==> src/rtl/data_mem_waitctrl.sv <==
// Wait-state controller between the core data port and a slow synchronous data RAM.
// Each access is latched, held on the RAM side for WAIT_CYCLES+1 cycles, and the core is stalled meanwhile.
module data_mem_waitctrl #(
  parameter int WAIT_CYCLES = 2,
  parameter int CNT_W       = 4
) (
  input  logic        clk,
  input  logic        rst,
  input  logic        cpu_ce_i,
  input  logic        cpu_we_i,
  input  logic [31:0] cpu_addr_i,
  input  logic [3:0]  cpu_sel_i,
  input  logic [31:0] cpu_data_i,
  output logic [31:0] cpu_data_o,
  output logic        stall_req_o,
  output logic        ram_ce_o,
  output logic        ram_we_o,
  output logic [31:0] ram_addr_o,
  output logic [3:0]  ram_sel_o,
  output logic [31:0] ram_data_o,
  input  logic [31:0] ram_data_i,
  output logic [1:0]  dbg_state
);

  // Handshake: the core raises cpu_ce_i and holds the access stable while stall_req_o
  // is high; the access completes in the first cycle with cpu_ce_i=1 and stall_req_o=0.

  typedef enum logic [1:0] {
    IDLE   = 2'd0,
    ACCESS = 2'd1,
    DONE   = 2'd2
  } state_t;

  state_t           state;
  state_t           state_nxt;
  logic [CNT_W-1:0] cnt;
  logic             we_q;
  logic [31:0]      addr_q;
  logic [3:0]       sel_q;
  logic [31:0]      data_q;
  logic             final_cycle;

  assign final_cycle = (cnt == '0);
  assign dbg_state   = state;
  assign ram_addr_o  = addr_q;
  assign ram_sel_o   = sel_q;
  assign ram_data_o  = data_q;

  always_ff @(posedge clk or negedge rst) begin
    if (!rst) begin
      state <= IDLE;
    end else begin
      state <= state_nxt;
    end
  end

  // DONE always returns to IDLE so the just-completed request is never restarted.
  always_comb begin
    state_nxt   = state;
    stall_req_o = 1'b0;
    ram_ce_o    = 1'b0;
    ram_we_o    = 1'b0;
    case (state)
      IDLE: begin
        stall_req_o = cpu_ce_i & rst;
        if (cpu_ce_i) begin
          state_nxt = ACCESS;
        end
      end
      ACCESS: begin
        stall_req_o = 1'b1;
        ram_ce_o    = 1'b1;
        ram_we_o    = we_q & final_cycle;
        if (final_cycle) begin
          state_nxt = DONE;
        end
      end
      DONE: begin
        state_nxt = IDLE;
      end
      default: begin
        state_nxt = IDLE;
      end
    endcase
  end

  always_ff @(posedge clk or negedge rst) begin
    if (!rst) begin
      cnt        <= '0;
      we_q       <= 1'b0;
      addr_q     <= '0;
      sel_q      <= '0;
      data_q     <= '0;
      cpu_data_o <= '0;
    end else begin
      case (state)
        IDLE: begin
          if (cpu_ce_i) begin
            we_q   <= cpu_we_i;
            addr_q <= cpu_addr_i;
            sel_q  <= cpu_sel_i;
            data_q <= cpu_data_i;
            cnt    <= CNT_W'(WAIT_CYCLES);
          end
        end
        ACCESS: begin
          if (final_cycle) begin
            if (!we_q) begin
              cpu_data_o <= ram_data_i;
            end
          end else begin
            cnt <= cnt - 1'b1;
          end
        end
        default: begin
        end
      endcase
    end
  end

endmodule
==> config.mk <==
export PLATFORM = sky130hd
export DESIGN_NAME = data_mem_waitctrl
export DESIGN_NICKNAME = d
export VERILOG_FILES = /design/src/rtl/data_mem_waitctrl.sv
export SDC_FILE = /design/constraint.sdc
export NUM_CORES = 1
export LEC_CHECK = 0
export ABC_CLOCK_PERIOD_IN_PS = 6200
export BUFFER_PORTS_ARGS = -buffer_cell sky130_fd_sc_hd__buf_4
export CAP_MARGIN = 20
export CORE_UTILIZATION = 49
export CTS_CLUSTER_DIAMETER = 100
export DETAILED_ROUTE_END_ITERATION = 12
export MAX_ROUTING_LAYER = met4
export PLACE_DENSITY_LB_ADDON = 0.08
export SYNTH_ARGS = -nofsm -noshare
export SYNTH_HDL_FRONTEND = slang
export SYNTH_SLANG_ARGS = --single-unit
==> constraint.sdc <==
create_clock -name clk -period 6.2 [get_ports clk]
set_clock_uncertainty 0.2 [all_clocks]
set_input_delay 0.31 -clock clk [delete_from_list [all_inputs] [get_ports clk]]
set_output_delay 0.31 -clock clk [all_outputs]
set_load 0.02 [all_outputs]
==> results_dict.tcl <==
set metrics [dict create \
    final_min_period_over_clock_period 0.394 \
    postRouteWirelength_mm 12.5 \
    setup_repair_after_global_routing_missed_its_margin "no" \
    final-hold-violation-count 0 \
    synth_cell_types 23 \
    fmaxAchievable_mhz 409 \
    clock_power_share 0.113 \
    criticalPathCategory "reg -> out" \
    synth-seq-area-share 0.631 \
    p_switching_w 0.00140 \
    starting_density_of_the_core 0.512 \
    timing.critical_path.cells "nor3b_2 -> buf_4 -> nand2_1 -> nand2_1 -> buf_4" \
    critPathMaxFanout 72 \
    timing.final.ws_setup_ns 3.75 \
    timing.hold.worst.class "reg -> reg" \
    tritoncts.num_buffers 9 \
    slew_viol_final 0 \
    synthTopCellsByArea "sky130_fd_sc_hd__dfrtp_1 (63%), sky130_fd_sc_hd__nand2_1 (19%), sky130_fd_sc_hd__mux2_4 (11%)" \
    clk_pin_slew_ns 0.09 \
    cap_violations 0 \
    rows 33 \
    share_of_yosys_cell_area_claimed_by_the_top_area_cell_type 0.631 \
    pwr-share-seq 0.368 \
    detail_route.drc_violations 0 \
    ys_ff_latch 107 \
    cp-start-kind "register" \
    slew-limit-headroom 0.494 \
    min_period_ns 2.45 \
    placedCellCount 690 \
    layout.cells.non_filler 807 \
    clk_path_buf_depth 2 \
    clock_tree.htree_level_count 3 \
    synth.net_count 500 \
    growth_of_design_area_from_synthesis_to_finish_pct 65.4 \
    post-synth-top-area-cell "sky130_fd_sc_hd__dfrtp_1" \
    synth_area_sq_um 4250 \
    power_leakage_nw 3.82 \
    setup_viol 0 \
    sw_frac_of_total 0.413 \
    place.gp.congestion 0.744 \
    worst_ep_required_time_ns 5.69 \
    combinational_cell_fraction_of_total_power 0.519 \
    final_core_utilization 0.846 \
    cts-root-buf "sky130_fd_sc_hd__clkbuf_8" \
    drive_gt1_frac 0.373 \
    synth.yosys.warnings 0 \
    port_buf_inserts 208 \
    drt-initial-drc-count 136 \
    total_power_w 0.00340 \
    crit_path_max_incr_delay_ns 0.61 \
    vias 3884 \
    number_of_antenna_diodes 0 \
    dieArea_sq_um 9040 \
    wl_per_cell_microns 15.4 \
    grt.overflow.total 0 \
    antenna_found_initial 0 \
    fin_tns_setup_ns 0 \
    design.portCount 209 \
    clk_latency_ns 0.35 \
    groute.usage.overall 0.287 \
    die-height_microns 95.1 \
    cpMaxStageDelayCell "sky130_fd_sc_hd__buf_4" \
    power.density_nw_per_um2 483 \
    irDropWorstVdd_v 0.000264 \
    vias_per_cell 4.81 \
    dr.pass1.iters 4 \
    critPathCaptureType "primary output" \
    floorplan.core_area_sq_um 8300 \
    arrival_ns 1.94 \
    design.final.nets 804 \
    drt.antenna.violating_nets 0 \
    largest_net_degree_at_the_start_of_global_routing 73 \
    cts_tree "yes" \
    place.detailed.hpwl_mm 7.12 \
    run_status "complete, no violations" \
    internal_power_w 0.00199 \
    cts_resized 0 \
    grt_first_pass_wirelength_mm 19.2 \
    worst_pin_slew_ns 0.758 \
    cts.sink_count 107 \
    number_of_global_route_vias_before_repair 4000 \
    syn_area_per_cell_sq_um 10.8 \
    die_width_microns 95.1 \
    postSynthCellCount 394 \
    dp_slack_ns 4.00 \
]
## what timing repair did
action,CTS,global route
buffers inserted,0,0
endpoints found under the setup margin,0,0
hold buffers,102,0
hold endpoints to repair,159,0
## path summary, 6_finish.rpt
path / startpoint / endpoint / slack (ns) / cells past startpoint
worst max-delay path: dbg_state[0] / stall_req_o / 3.75 / 5
worst min-delay path: ram_data_o[30] / ram_data_o[30] / 0.28 / 2
worst max register to register: cnt[0] / cpu_data_o[16] / 4.00 / 5
worst min register to register: ram_data_o[30] / ram_data_o[30] / 0.28 / 2
max in group asynchronous: rst / cpu_data_o[20] / 4.32 / 3
min in group asynchronous: rst / cpu_data_o[0] / 0.36 / 2
## power groups by stage
stage | logic, W | registers, W | clock network (W)
global placement | 0.00166 | 0.00123 | 0
finish | 0.00176 | 0.00125 | 0.000382
CTS | 0.00174 | 0.00124 | 0.000393
detailed placement | 0.00169 | 0.00125 | 0
global route | 0.00189 | 0.00129 | 0.000418
floorplan | 0.000591 | 0.00163 | 0
## cell type report
class / instances / area (sq um)
multi-input cells: 263 / 1430
clock buffers: 10 / 128
repair buffers: 313 / 2610
flip-flops and latches: 107 / 2680
fillers: 434 / 1280
clock inverters: 5 / 38.8
well taps: 105 / 131
inverters: 4 / 15.0
## state kept, by name, summed over array words and instances, names as in the netlist
signal,flops
ram_sel_o,4
ram_addr_o,32
we_q,1
ram_data_o,32
cpu_data_o,32
cnt,4
dbg_state,2
## kinds of logic after synthesis
kind of cell	Yosys count	share of synthesized area
simple gates	223	0.207
fa+ha+maj	2	0.00589
mux	35	0.118
compound gates	3	0.00353
flops	107	0.631
buf+inv	24	0.0345
## placed cells by master (no fill, tap or decap), drive strengths merged, types with 2 or more instances in the layout
cell	synthesis	layout
o21ai	2	2
inv	4	6
mux2	32	32
clkbuf	16	10
buf	4	211
dlygate4sd3	0	102
nand2	212	212
nand2b	2	2
ha	2	2
clkinv	0	2
mux2i	3	3
dfrtp	107	107
## worst max-delay path, delay by kind of cell, from the launching register on
| family | cells | cell delay [ns] |
|---|---|---|
| buffers and inverters | 2 | 0.75 |
| DFF | 1 | 0.45 |
| and+or+nand+nor | 3 | 0.38 |
## stage by stage
| step | instance area [sq um] | hold WS [ns] |
|---|---|---|
| 2_1_floorplan | 4250 | -0.186 |
| 3_3_place_gp | 5840 | 0.215 |
| 3_5_place_dp | 5840 | 0.223 |
| 4_1_cts | 7020 | 0.286 |
| 5_1_grt | 7020 | 0.310 |
| 6_report | 7020 | 0.279 |
## synth_stat cells
library cell               instances
sky130_fd_sc_hd__nand2b_1          1
sky130_fd_sc_hd__dfrtp_1         107
sky130_fd_sc_hd__buf_6             1
sky130_fd_sc_hd__mux2_2            2
sky130_fd_sc_hd__buf_12            3
sky130_fd_sc_hd__mux2i_1           3
sky130_fd_sc_hd__a21oi_1           1
sky130_fd_sc_hd__clkbuf_1         16
sky130_fd_sc_hd__or4_4             1
sky130_fd_sc_hd__inv_1             4
sky130_fd_sc_hd__ha_1              2
sky130_fd_sc_hd__or2_2             1
sky130_fd_sc_hd__and2_1            1
sky130_fd_sc_hd__mux2_4           30
sky130_fd_sc_hd__nand4b_1          1
sky130_fd_sc_hd__nor2_1            1
sky130_fd_sc_hd__nand2b_4          1
sky130_fd_sc_hd__o21ai_0           2
sky130_fd_sc_hd__nand2_1         212
sky130_fd_sc_hd__nor3b_1           1
sky130_fd_sc_hd__nor3_1            1
sky130_fd_sc_hd__or3b_2            1
sky130_fd_sc_hd__nor4_1            1
## metal layers
metal / share of wire / GRT usage / vias to the layer above / wire [microns]
li1: - / - / 1823 / -
met1: 0.40 / 0.336 / 1865 / 4990
met3: 0.063 / 0.0534 / 31 / 779
met4: 0.027 / 0.106 / 0 / 331
met2: 0.51 / 0.490 / 165 / 6350
met5: 0 / - / - / 0
(Power assumes the default switching activity.)
